[src/rtl/simd_pkg.sv]
// Shared types and constants for the scalar/vector data-memory arbiter.
package simd_pkg;

  localparam int LANES  = 4;
  localparam int LANE_W = 4;
  localparam int BEAT_W = $clog2(LANES);

  localparam int PORT_S = 0;
  localparam int PORT_V = 1;

  typedef enum logic [1:0] {
    IDLE,
    ISSUE,
    CAPTURE,
    DONE
  } state_e;

endpackage

[src/rtl/rr_arbiter2.sv]
// Two-way round-robin arbiter: a tie goes to the port named by r_prio, and every
// accepted grant hands priority to the other port.
module rr_arbiter2
  import simd_pkg::*;
(
  input  logic       clk,
  input  logic       rst,
  input  logic [1:0] i_req,
  input  logic       i_advance,
  output logic [1:0] o_gnt
);

  logic r_prio;

  always_comb begin
    // NOTE: default assignment first so every path drives o_gnt; no latch is inferred.
    o_gnt = i_req;
    if (&i_req) begin
      o_gnt         = 2'b00;
      o_gnt[r_prio] = 1'b1;
    end
  end

  always_ff @(posedge clk) begin
    if (rst) begin
      r_prio <= 1'(PORT_S);
    end else if (i_advance && (|o_gnt)) begin
      r_prio <= o_gnt[PORT_S];
    end
  end

endmodule

[src/rtl/simd_mem_arbiter.sv]
// Shares one data-memory port between a 1-beat scalar path and a LANES-beat vector
// lane gather/scatter path; one transaction in flight at a time.
module simd_mem_arbiter
  import simd_pkg::*;
#(
  parameter int ADDR_W = 4,
  parameter int DATA_W = 16
) (
  input  logic              clk,
  input  logic              rst,
  input  logic              s_req,
  input  logic              s_we,
  input  logic [ADDR_W-1:0] s_addr,
  input  logic [DATA_W-1:0] s_wdata,
  output logic              s_done,
  output logic [DATA_W-1:0] s_rdata,
  input  logic              v_req,
  input  logic              v_we,
  input  logic [ADDR_W-1:0] v_addr,
  input  logic [DATA_W-1:0] v_wdata,
  output logic              v_done,
  output logic [DATA_W-1:0] v_rdata,
  output logic              mem_en,
  output logic              mem_we,
  output logic [ADDR_W-1:0] mem_addr,
  output logic [DATA_W-1:0] mem_wdata,
  input  logic [DATA_W-1:0] mem_rdata,
  output logic              busy
);

  localparam int LIDX_W = $clog2(DATA_W);

  state_e            r_state;
  logic              r_is_vec;
  logic              r_we;
  logic [ADDR_W-1:0] r_base;
  logic [DATA_W-1:0] r_wdata;
  logic [DATA_W-1:0] r_lanes;
  logic [BEAT_W-1:0] r_beat;

  logic [1:0]        w_gnt;
  logic              w_grant;
  logic              w_issue;
  logic              w_last;
  logic              w_src_vec;
  logic              w_src_we;
  logic [ADDR_W-1:0] w_src_base;
  logic [DATA_W-1:0] w_src_wdata;
  logic [BEAT_W-1:0] w_iss_beat;
  logic [LIDX_W-1:0] w_iss_lsb;
  logic [LIDX_W-1:0] w_cap_lsb;
  logic [ADDR_W-1:0] w_iss_addr;
  logic [DATA_W-1:0] w_iss_wdata;
  logic [DATA_W-1:0] w_lanes_next;

  assign w_grant = (r_state == IDLE) && (s_req || v_req);
  assign w_last  = !r_is_vec || (r_beat == BEAT_W'(LANES - 1));
  assign w_issue = w_grant || ((r_state == CAPTURE) && !w_last);

  rr_arbiter2 u_arb (
    .clk       (clk),
    .rst       (rst),
    .i_req     ({v_req, s_req}),
    .i_advance (w_grant),
    .o_gnt     (w_gnt)
  );

  always_comb begin
    // The first beat issues straight from the granted request; later beats use the latched copy.
    w_src_vec   = r_is_vec;
    w_src_we    = r_we;
    w_src_base  = r_base;
    w_src_wdata = r_wdata;
    w_iss_beat  = r_beat + 1'b1;
    if (r_state == IDLE) begin
      w_src_vec   = w_gnt[PORT_V];
      w_src_we    = w_gnt[PORT_V] ? v_we    : s_we;
      w_src_base  = w_gnt[PORT_V] ? v_addr  : s_addr;
      w_src_wdata = w_gnt[PORT_V] ? v_wdata : s_wdata;
      w_iss_beat  = '0;
    end
    w_iss_lsb   = LIDX_W'(w_iss_beat) * LIDX_W'(LANE_W);
    w_cap_lsb   = LIDX_W'(r_beat) * LIDX_W'(LANE_W);
    w_iss_addr  = w_src_base + ADDR_W'(w_iss_beat);
    w_iss_wdata = w_src_wdata;
    if (w_src_vec) begin
      w_iss_wdata = DATA_W'(w_src_wdata[w_iss_lsb +: LANE_W]);
    end
    w_lanes_next = r_lanes;
    w_lanes_next[w_cap_lsb +: LANE_W] = mem_rdata[LANE_W-1:0];
  end

  always_ff @(posedge clk) begin
    if (rst) begin
      // NOTE: synchronous reset clears datapath registers too, so every output reads 0 after reset.
      r_state   <= IDLE;
      r_is_vec  <= 1'b0;
      r_we      <= 1'b0;
      r_base    <= '0;
      r_wdata   <= '0;
      r_lanes   <= '0;
      r_beat    <= '0;
      s_done    <= 1'b0;
      s_rdata   <= '0;
      v_done    <= 1'b0;
      v_rdata   <= '0;
      mem_en    <= 1'b0;
      mem_we    <= 1'b0;
      mem_addr  <= '0;
      mem_wdata <= '0;
      busy      <= 1'b0;
    end else begin
      // NOTE: defaults first; a later non-blocking assignment in this block overrides them.
      s_done    <= 1'b0;
      v_done    <= 1'b0;
      mem_en    <= 1'b0;
      mem_we    <= 1'b0;
      mem_addr  <= '0;
      mem_wdata <= '0;

      unique case (r_state)
        IDLE: begin
          if (w_grant) begin
            r_is_vec <= w_src_vec;
            r_we     <= w_src_we;
            r_base   <= w_src_base;
            r_wdata  <= w_src_wdata;
            busy     <= 1'b1;
            r_state  <= ISSUE;
          end
        end
        ISSUE: r_state <= CAPTURE;
        CAPTURE: begin
          if (!r_we) begin
            if (r_is_vec) r_lanes <= w_lanes_next;
            else          s_rdata <= mem_rdata;
          end
          if (w_last) begin
            r_state <= DONE;
            if (r_is_vec) begin
              v_done <= 1'b1;
              if (!r_we) v_rdata <= w_lanes_next;
            end else begin
              s_done <= 1'b1;
            end
          end else begin
            r_state <= ISSUE;
          end
        end
        DONE: begin
          busy    <= 1'b0;
          r_state <= IDLE;
        end
        default: r_state <= IDLE;
      endcase

      if (w_issue) begin
        r_beat    <= w_iss_beat;
        mem_en    <= 1'b1;
        mem_we    <= w_src_we;
        mem_addr  <= w_iss_addr;
        mem_wdata <= w_src_we ? w_iss_wdata : '0;
      end
    end
  end

endmodule

[config.mk]
export PLATFORM = sky130hd
export DESIGN_NAME = simd_mem_arbiter
export DESIGN_NICKNAME = d
export VERILOG_FILES = /design/src/rtl/simd_pkg.sv /design/src/rtl/rr_arbiter2.sv /design/src/rtl/simd_mem_arbiter.sv
export SDC_FILE = /design/constraint.sdc
export NUM_CORES = 1
export LEC_CHECK = 0
export ABC_AREA = 1
export CAP_MARGIN = 20
export CORE_AREA = 2 2 96 98
export CTS_CLUSTER_SIZE = 28
export DETAILED_ROUTE_END_ITERATION = 12
export DIE_AREA = 0 0 98 100
export PLACE_DENSITY_LB_ADDON = 0.12
export SLEW_MARGIN = 30
export SYNTH_ARGS = -nofsm -noshare
export SYNTH_HDL_FRONTEND = slang
export SYNTH_HIERARCHICAL = 1
export SYNTH_SLANG_ARGS = --single-unit
[constraint.sdc]
create_clock -name clk -period 3.9 [get_ports clk]
set_input_delay 0.975 -clock clk [delete_from_list [all_inputs] [get_ports clk]]
set_output_delay 0.975 -clock clk [all_outputs]
set_load 0.03 [all_outputs]
Word-level counts from Yosys, hierarchy flattened --
Cells that the tools add are included.
Storage, ports and cells: flip-flop bits (word level) 100, logic and storage cells 80
Cells by class: add/sub/neg operators 3, magnitude comparators 2, equal/unequal tests 5, shifts and indexed selects 3, mux-type cells 21, bitwise operators 6, reductions and logical operators 22
Operator list (number):
- $mux W16 | 2
- $bwmux W16 | 1
- $shift A4 B6 Y16 const A | 1
- $shiftx A16 B5 Y4 | 1
- $shiftx A4 B6 Y16 | 1
- $mux W4 | 3
- $mux W1 | 8
- $mux W2 | 4
- $pmux W2 S4 | 1
- $eq A2 B2 Y1 const B | 3
- $neg A4 Y6 | 1
- $not A1 Y1 | 6
- $reduce_and A2 Y1 | 3
- $reduce_and A3 Y1 | 2
- $reduce_or A3 Y1 | 2
- $add A4 B2 Y4 | 1
- $logic_and A1 B1 Y1 | 4
- $reduce_and A4 Y1 | 1
- $reduce_or A2 Y1 | 2
- $reduce_or A4 Y1 | 1
- $logic_or A1 B1 Y1 | 3
- $add A2 B1 Y2 const B | 1
- $eq A2 B1 Y1 const B | 1
- $logic_not A1 Y1 | 2
- 7 further kinds | 7

Logic depth before layout (Yosys ltp) --
Gate-level depths: netlist (run 1).
word-level depth 9, gate-level depth with buffers 13

Hierarchy --
The synthesis (run 1) kept the hierarchy.
Modules (own cells, without submodules):
- simd_mem_arbiter | instances 1, cells each 626, area an instance 4495.6 um^2, seq. area each 1981.9 um^2
- rr_arbiter2 | instances 1, cells each 8, area an instance 60.1 um^2, seq. area each 20.0 um^2

Worst setup path before layout (run 1) --
No wires, ideal clock.
kind input-to-reg, from in v_req, to reg mem_addr[2], setup time 0.070 ns, arrival 2.772 ns, setup slack 1.058 ns, stages on the path 11, path buffers 1, cell sequence a21boi_1 > clkbuf_1 > nor2_1 > nor2_1 > o21ai_0 > nand2_1 > ha_1 > inv_1 > fa_1 > or2_1 > a21oi_1
On the way: word-level cells in the longest chain between the ends 5, elaborated cells between the ends (all ways) 10, those cells by class add/sub: 1; mux: 3; bitwise: 1; reduce/logical: 5
Ends and longest elaborated chain:
- from (decl) | line simd_mem_arbiter.sv:17 | input logic v_req,
- $reduce_and A2 Y1 | line rr_arbiter2.sv:18 | if (&i_req) begin
- $mux W2 (*) | line rr_arbiter2.sv:18
- $mux W4 (*) | line simd_mem_arbiter.sv:78 | w_src_base = w_gnt[PORT_V] ? v_addr : s_addr;
- $mux W4 (*) | line simd_mem_arbiter.sv:75 | if (r_state == IDLE) begin
- net w_src_base[0] | line simd_mem_arbiter.sv:47 | logic [ADDR_W-1:0] w_src_base;
- $add A4 B2 Y4 (*) | line simd_mem_arbiter.sv:84 | w_iss_addr = w_src_base + ADDR_W'(w_iss_beat);
- to (signal assigned) | line simd_mem_arbiter.sv:161 | mem_addr <= w_iss_addr;
- to (decl) | line simd_mem_arbiter.sv:25 | output logic [ADDR_W-1:0] mem_addr,
Mark *: on every way through the listed nets, which the timed path passes. The rest lies on a longest branch. A chain may end at the register's enable or synchronous reset.

Worst setup path after layout (run 1) --
from in v_req, to reg mem_addr[2]
On the way: word-level cells in the longest chain between the ends 5, elaborated cells between the ends (all ways) 10, those cells by class add/sub: 1; mux: 3; bitwise: 1; reduce/logical: 5
Ends and longest elaborated chain:
- $reduce_and A2 Y1 | line rr_arbiter2.sv:18
- $mux W2 (*) | line rr_arbiter2.sv:18
- net w_gnt[1] | line simd_mem_arbiter.sv:41 | logic [1:0] w_gnt;
- $mux W4 (*) | line simd_mem_arbiter.sv:78
- $mux W4 (*) | line simd_mem_arbiter.sv:75
- net w_src_base[0] | line simd_mem_arbiter.sv:47
- $add A4 B2 Y4 (*) | line simd_mem_arbiter.sv:84
Marks and branches as above.

==> impl_metrics.toml, run 1 <==
[timing]
worst_pin_slew_ns = 0.7717
rsz0062_at_grt = "false"
hold_ws_ns = 0.4819
fin_crit_sh_pct = 75.33
skew_ns = 0.01391
finalHoldViolations = 0
relSlewSlack_pct = 48.37
finalCriticalPeriod_ns = 2.938
fin_setup_tns_ns = 0
slew_viol_final = 0
setup_viol = 0
clock.fmax_mhz = 340.4

[final_layout]
stdcell_area_mm2 = 0.005972
nets = 807
area_growth_pct = 31.31
nFillCells = 802
antennaDiodeCount = 0
final_layout_size_suffix_gt1_share_pct = 7.027

[clock_network]
numClockSinks = 100
clkSlewWorstSetupHoldPaths_ns = 0.09
cts_max_path_buffers = 2
clk_latency_ns = 0.36
postCtsHoldBufs = 0
cts_tree = "yes"
numCtsBuffers = 9
htree_levels = 3
post_cts_buffers = 0
cts_resized = 0
cts-root-buf = "clkbuf_8"

[routing]
dr_wl_met3_um = 611
drc = 0
drt_iter0_drc = 200
via_count = 4366
met2WireLength_um = 4932
top_layer = "met4"
vias_per_cell = 5.130
drt-wirelength-per-cell_um = 12.95
drtPass1Iterations = 4
met1_length_um = 5298
wl_um = 11020
antenna_left = 0

[worst_setup_path]
crit_top_cell = "nor2_1"
cp_max_fo = 7
crit_chain = "clkdlybuf4s50_1, a21boi_2, nor2_1, nor2_1, o21ai_0, nand2_1, ha_1, inv_1, fa_1, or2_1, a21oi_1"
critPathLaunchType = "input port"
worstPathRequired_ns = 4.20
crit_path_max_incr_delay_ns = 0.53
worst-path-buf-inv = 2
worstPathArrival_ns = 3.23
critical-path-top-delay-family = "compound AO/OA/AOI/OAI gates"
critPathSlowestCell = "clkdlybuf4s50_1"
worstSetupEndpointType = "register"
critPathKind = "in -> reg"

[floorplanning]
start_util_pct = 51.16
die_w_um = 98
rows = 35
coreArea_mm2 = 0.008890
dieArea_mm2 = 0.009800
io_pins = 119
die_h_um = 100

[placed_design]
placed_area_mm2 = 0.005742
place.gp.congestion = 0.8655
port-buffer-count = 118
dp_hpwl_um = 7859

[status]
outcome = "finished clean"

[worst_hold_path]
hp-class = "reg -> reg"

[power_and_ir_drop]
peakVddDrop_mv = 0.1763
p_leak_nw = 2.638
report.power.total_w = 0.002458
power_density_mw_per_mm2 = 411.6

[global_route]
grtUsageTotal_pct = 22.83
grt_first_pass_wirelength_um = 18590
grt_pass1_vias = 4191
grt_max_degree = 46
grt_antenna_before_repair = 0
overflow = 0

[synth]
yosysWarnings = 6
synth.cell_area_mm2 = 0.004548
avgSynthCellArea_um2 = 7.185
syn-num-nets = 704
syn_inst = 633

[job]
drv_cap = 0
-- metrics by stage --
step | setup WS [ns] | utilization, % | instances
floorplan | 1.058 | - | 633
global placement | 0.7125 | 64.59 | 836
detailed placement | 0.5860 | 64.59 | 836
CTS | 0.9693 | 67.18 | 851
global route | 0.8045 | 67.18 | 851
finish | 0.9620 | 67.18 | 851
-- placed cells by master (no fill, tap or decap), drive strengths merged --
master / instances
clkdlybuf4s50: 118
nand2: 116
nor2: 103
dfxtp: 100
o21ai: 80
inv: 76
a21oi: 52
nand3: 32
o22ai: 12
clkbuf: 11
or3: 8
ha: 8
buf: 5
o211ai: 4
nor3: 3
bufinv: 3
nand4: 2
or2: 1
and2: 1
a21o: 1
a211oi: 1
fa: 1
clkinv: 1
a21boi: 1
-- state kept, by name (all words and copies together) (netlist names) --
register / count
r_we: 1
r_is_vec: 1
mem_wdata: 16
r_state: 2
mem_en: 1
busy: 1
v_done: 1
r_base: 4
mem_we: 1
r_wdata: 16
v_rdata: 16
r_lanes: 16
mem_addr: 4
r_beat: 2
u_arb/r_prio: 1
s_done: 1
s_rdata: 16
-- per-layer routing --
| metal | track usage, % | up-vias |
|---|---|---|
| met3 | 4.526 | 14 |
| met5 | 0 | - |
| met4 | 9.295 | 0 |
| li1 | - | 2235 |
| met2 | 36.93 | 130 |
| met1 | 30.15 | 1987 |
-- where the power goes --
group	internal [W]	switching [W]	leakage, nW
Sequential	0.00109	0.0000404	0.815
Clock	0.000425	0.000333	0.114
Combinational	0.000222	0.000351	1.71
-- final cells by class --
cell class	count	area (µm²)	share of cell area (%)
multi-input cells	426	2095	35.07
flip-flops and latches	100	2002	33.52
repair buffers	123	1219	20.41
inverters	76	287.8	4.819
well taps	111	138.9	2.326
clock buffers	11	131.4	2.200
clock inverters	4	98.84	1.655
-- worst paths after layout --
check,start,to,slack (ns),depth (start not counted)
max,v_req,mem_addr[2],0.96,11
min,r_wdata[4],mem_wdata[4],0.48,2
max reg2reg,r_state[0],mem_addr[2],1.23,9
min reg2reg,r_wdata[4],mem_wdata[4],0.48,2
-- worst min-delay path: stages, from the launching register on --
cell     delay [ns]
dfxtp_1        0.33
nand2_1        0.06
a21oi_1        0.05
Note: power is estimated with default switching activity, not from simulation.
==> inputs of run 2 (changes only) <==
--- a/config.mk
+++ b/config.mk
@@ -7,10 +7,10 @@
 export LEC_CHECK = 0
 export ABC_AREA = 1
 export CAP_MARGIN = 20
-export CORE_AREA = 2 2 96 98
+export CORE_AREA = 2 2 100 102
 export CTS_CLUSTER_SIZE = 28
 export DETAILED_ROUTE_END_ITERATION = 12
-export DIE_AREA = 0 0 98 100
+export DIE_AREA = 0 0 102 104
 export PLACE_DENSITY_LB_ADDON = 0.12
 export SLEW_MARGIN = 30
 export SYNTH_ARGS = -nofsm -noshare
==> constraint.sdc (replaced) <==
create_clock -name clk -period 2.94 [get_ports clk]
set_input_delay 0.735 -clock clk [delete_from_list [all_inputs] [get_ports clk]]
set_output_delay 0.735 -clock clk [all_outputs]
set_load 0.03 [all_outputs]
==> run 2 against run 1 <==
Net effect: non-clock buffer count is 5 higher; combinational power up 34%; die area is 8.2% higher; sequential share of layout area decreased by 0.063 points; critical path type unchanged; largest power group unchanged.
==> impl_metrics.toml, run 2 (synthesis results as in run 1) <==
[final_layout]
layout_common_cells = "clkdlybuf4s50_1, nand2_1, dfxtp_1, nor2_1, inv_1"
multiInputGateArea_mm2 = 0.002095
antennaDiodeCount = 0
seq_area_mm2 = 0.002002
stdcell_area_mm2 = 0.005983
area_growth_pct = 31.55
nets = 812
final_common_cell = "clkdlybuf4s50_1"
final_layout_size_suffix_gt1_share_pct = 7.909
nFillCells = 887

[worst_setup_path]
r2r_cells = 6
worstSetupEndpointType = "register"
ff2ff_setup_slack_ns = 0.69
critPathKind = "in -> reg"
critPathLaunchType = "input port"
cp_max_fo = 5
crit_chain = "clkdlybuf4s50_1, a21boi_2, nor2_1, nor2_1, o21ai_0, nand2_1, ha_1, inv_1, fa_1, or2_1, a21oi_1"
crit_top_cell = "nor2_1"
worstPathRequired_ns = 3.23
worstPathArrival_ns = 2.86
critical-path-top-delay-family = "buffers and inverters"
critPathSlowestCell = "clkdlybuf4s50_1"
worst-path-buf-inv = 2
timing.rr.start = "r_beat[0]"
worst_r2r_endpoint = "mem_addr[2]"
crit_path_max_incr_delay_ns = 0.49

[clock_network]
clk_latency_ns = 0.36
cts_tree = "yes"
htree_levels = 3
numCtsBuffers = 9
clkSlewWorstSetupHoldPaths_ns = 0.10
cts_max_path_buffers = 2
cts-root-buf = "clkbuf_8"
cts_resized = 0
post_cts_buffers = 0
numClockSinks = 100
postCtsHoldBufs = 0

[worst_hold_path]
min_path_cells = 2
min-delay-start = "s_rdata[2]"
hold_end = "s_rdata[2]"
hp-class = "reg -> reg"

[floorplanning]
start_util_pct = 47.63
die_w_um = 102
rows = 36
dieArea_mm2 = 0.01061
io_pins = 119
die_h_um = 104
coreArea_mm2 = 0.009549

[status]
outcome = "finished clean"

[global_route]
grt_max_degree = 46
grt_antenna_before_repair = 0
grt_first_pass_wirelength_um = 18730
overflow = 0
grtUsageTotal_pct = 21.34
grt_pass1_vias = 4213

[timing]
fin_crit_sh_pct = 87.47
hold_ws_ns = 0.4872
relSlewSlack_pct = 55.17
setup_viol = 0
slew_viol_final = 0
rsz0062_at_grt = "false"
worst_pin_slew_ns = 0.6715
finalCriticalPeriod_ns = 2.572
fin_setup_tns_ns = 0
finalHoldViolations = 0
skew_ns = 0.01377
clock.fmax_mhz = 388.8

[routing]
drc = 0
wl_um = 11070
via_count = 4307
vias_per_cell = 4.900
antenna_left = 0
drt_iter0_drc = 191
drtPass1Iterations = 4
drt-wirelength-per-cell_um = 12.59

[placed_design]
place.gp.congestion = 0.8628
port-buffer-count = 118
placed_area_mm2 = 0.005807
dp_hpwl_um = 8055

[power_and_ir_drop]
peakVddDrop_mv = 0.2637
p_leak_nw = 2.634
power_density_mw_per_mm2 = 511.4

[job]
drv_cap = 0
## run 2: cell count changes in the layout (fill, tap and decap cells not counted)
cell,previous run,this run
clkinv_2,0,1
clkbuf_1,2,1
inv_8,0,1
buf_4,5,10
clkinvlp_4,0,2
bufinv_16,3,0
inv_6,0,1
## run 2: routing by layer
layer	up-vias	global-route usage [%]	routed length, µm
met1	1941	29.17	5365
met2	109	33.79	4937
li1	2241	-	-
met3	16	3.293	608
met5	-	0	0
met4	0	8.095	157
## run 2: through the flow
stage | utilization, % | setup slack [ns] | total power [W] | instances
3_3_place_gp | 60.81 | 0.1282 | 0.002276 | 863
6_report | 62.66 | 0.3683 | 0.003060 | 879
2_1_floorplan | - | 0.3380 | 0.002023 | 633
3_5_place_dp | 60.81 | 0.001715 | 0.002291 | 863
4_1_cts | 62.66 | 0.3836 | 0.003085 | 879
5_1_grt | 62.66 | 0.1763 | 0.003237 | 879
## run 2: final cells by class
class	instances	area share (%)
well taps	133	2.781
inverters	76	4.810
clock inverters	6	0.8156
multi-input cells	426	35.01
clock buffers	10	2.133
flip-flops and latches	100	33.46
repair buffers	128	21.00
## run 2: worst max path at each step
stage                     startpoint           to  cells past startpoint
after global placement         s_req  mem_addr[2]                     11
after global routing           s_req  mem_addr[2]                     11
after CTS                      s_req  mem_addr[2]                     11
after detailed placement       s_req  mem_addr[2]                     11
after floorplan                v_req  mem_addr[2]                     11
final                          s_req  mem_addr[2]                     11
## run 2: report_power, final
part           total [W]  internal (W)  switching (W)
Sequential       0.00149       0.00144      0.0000515
Clock           0.000799      0.000317       0.000482
Combinational   0.000767      0.000301       0.000466
## run 2: tightest hold or removal path, cell delays in order (launching register included)
cell and delay (ns):
dfxtp_1 0.34, nor2_1 0.05, nor2_1 0.08
==> edit: new RTL, settings of run 1 <==
Re-encode `state_e` (4 states) as one-hot, 4 bits wide.
--- a/src/rtl/simd_pkg.sv
+++ b/src/rtl/simd_pkg.sv
@@ -9,9 +9,9 @@
   localparam int PORT_V = 1;
 
-  typedef enum logic [1:0] {
-    IDLE,
-    ISSUE,
-    CAPTURE,
-    DONE
+  typedef enum logic [3:0] {
+    IDLE    = 4'b0001,
+    ISSUE   = 4'b0010,
+    CAPTURE = 4'b0100,
+    DONE    = 4'b1000
   } state_e;
 
Function: no difference found for any inputs over 10 cycles, from zero or initial values and one cycle with rst high; not proved beyond that.
==> edit against run 1 <==
- count of clock-buffer cells in the layout grew 1
- power decreased by 0.21%
- routed wire length shrank 1.3%
- synthesized area increased by 1.3%
- sequential share of layout area increased by 0.20 points
- core utilization grew 0.93 points
- global-route usage shrank 0.48 points
- sequential cell count is 2 higher
- synthesized cell count rose by 1.4%
- worst setup slack got worse by 0.035 ns
- final area up 1.4%
- cell count rose by 1.3%
- non-clock buffer count up 1
- critical endpoint unchanged
==> edit: results (changes against run 1) <==
[placement]
portBuffers = 118  ; unchanged
dp_hpwl_um = 7937  ; was 7859 um
placed_area_sq_um = 5839  ; was 5742 sq um
place.gp.congestion = 0.8804  ; was 0.8655
dp.cells = 846  ; was 836
place_ws_ns = 0.6585  ; was 0.5860 ns

[pwr]
ir_drop_mv = 0.2341  ; was 0.1763 mV
p_leak_nw = 2.450  ; was 2.638 nW

[cts]
clkSlewWorstSetupHoldPaths_ns = 0.09  ; about the same
cts_setup_buffers = 0  ; unchanged
h-tree-depth = 3  ; unchanged
root_buffer = clkbuf_8  ; unchanged
cts_buffer_depth = 2  ; unchanged
cts_buffers = 9  ; unchanged
clock_latency_ns = 0.36  ; about the same
post_cts_resized = 0  ; unchanged

[hold_path]
hold_start = s_rdata[1]$_SDFFE_PP0P_  ; was r_wdata[4]$_SDFFE_PP0P_
min_path_type = reg -> reg  ; unchanged

[global_route]
grt_use_total_pct = 22.35  ; was 22.83%
grt_antenna_before_repair = 0  ; unchanged
grt_max_degree = 54  ; was 46
grt_pass1_vias = 4053  ; was 4191
grt_pass1_wl_um = 18230  ; was 18590 um

[outcome]
status = completed  ; unchanged

[drt]
wl_per_cell_um = 12.62  ; was 12.95 um
drt-initial-drc-count = 127  ; was 200
vias_per_cell = 5.071  ; was 5.130
detailedRoute.firstPassIterationCount = 4  ; unchanged
vias = 4371  ; was 4366

[timing]
clock_skew_ns = 0.007697  ; was 0.01391 ns
worst_pin_slew_ns = 0.6498  ; was 0.7717 ns

[finish]
fin_nets = 817  ; was 807
drive_gt1_share_pct = 7.057  ; was 7.027%
antenna_cells = 0  ; unchanged

[setup_path]
r2r-start = r_beat[0]$_SDFFE_PP0N_  ; was r_state[0]$_SDFFE_PP0P_
cp.arrival_ns = 3.27  ; was 3.23 ns
path_max_fanout = 13  ; was 7
cp-start-kind = register  ; was input pin

[logic_synthesis]
syn_nets = 713  ; was 704
syn_area_per_cell_sq_um = 7.174  ; was 7.185 sq um
yosys_warnings = 6  ; unchanged

edit: worst paths after layout:
kind                                           endpoint  slack (ns)  cells past startpoint
worst max-delay path             mem_addr[2]$_SDFF_PP0_        0.93                      7
worst min-delay path            s_rdata[1]$_SDFFE_PP0P_        0.45                      2
worst max register to register   mem_addr[2]$_SDFF_PP0_        0.93                      7
worst min register to register  s_rdata[1]$_SDFFE_PP0P_        0.45                      2
edit: worst max-delay path, stage by stage (launching register included):
cell and delay, ns:
dfxtp_1 0.63, clkinv_1 0.46, ha_1 0.52, nand2_1 0.31, inv_1 0.17, fa_1 0.46
or2_1 0.24, a21oi_1 0.11
edit: cell type report:
| cell class | count | area [sq um] |
|---|---|---|
| Inverter | 76 | 285.3 |
| Multi-Input combinational cell | 433 | 2140 |
| Tap cell | 111 | 138.9 |
| Clock buffer | 12 | 155.1 |
| Clock inverter | 4 | 55.05 |
| Timing Repair Buffer | 124 | 1239 |
| Fill cell | 788 | 2835 |
| Sequential cell | 102 | 2042 |
edit: per-stage QoR:
stage	hold slack, ns	util [%]	total power, mW
after floorplan	0.4245	-	1.576
after global placement	0.4304	65.69	1.761
final	0.4479	68.11	2.453
after global routing	0.4670	68.11	2.580
after CTS	0.4488	68.05	2.464
after detailed placement	0.4349	65.69	1.772
edit: per-layer routing:
layer,part of all wire (%),vias to the layer above,GRT usage [%]
met5,0,-,0
li1,-,2264,-
met1,45,1981,26.95
met3,4.5,7,3.621
met4,0.85,0,5.342
met2,50,119,41.68
edit: report_power, final:
group,internal (mW),switching [mW]
combinational,0.239,0.373
clock,0.335,0.363
sequential,1.11,0.0320
total,1.68,0.768
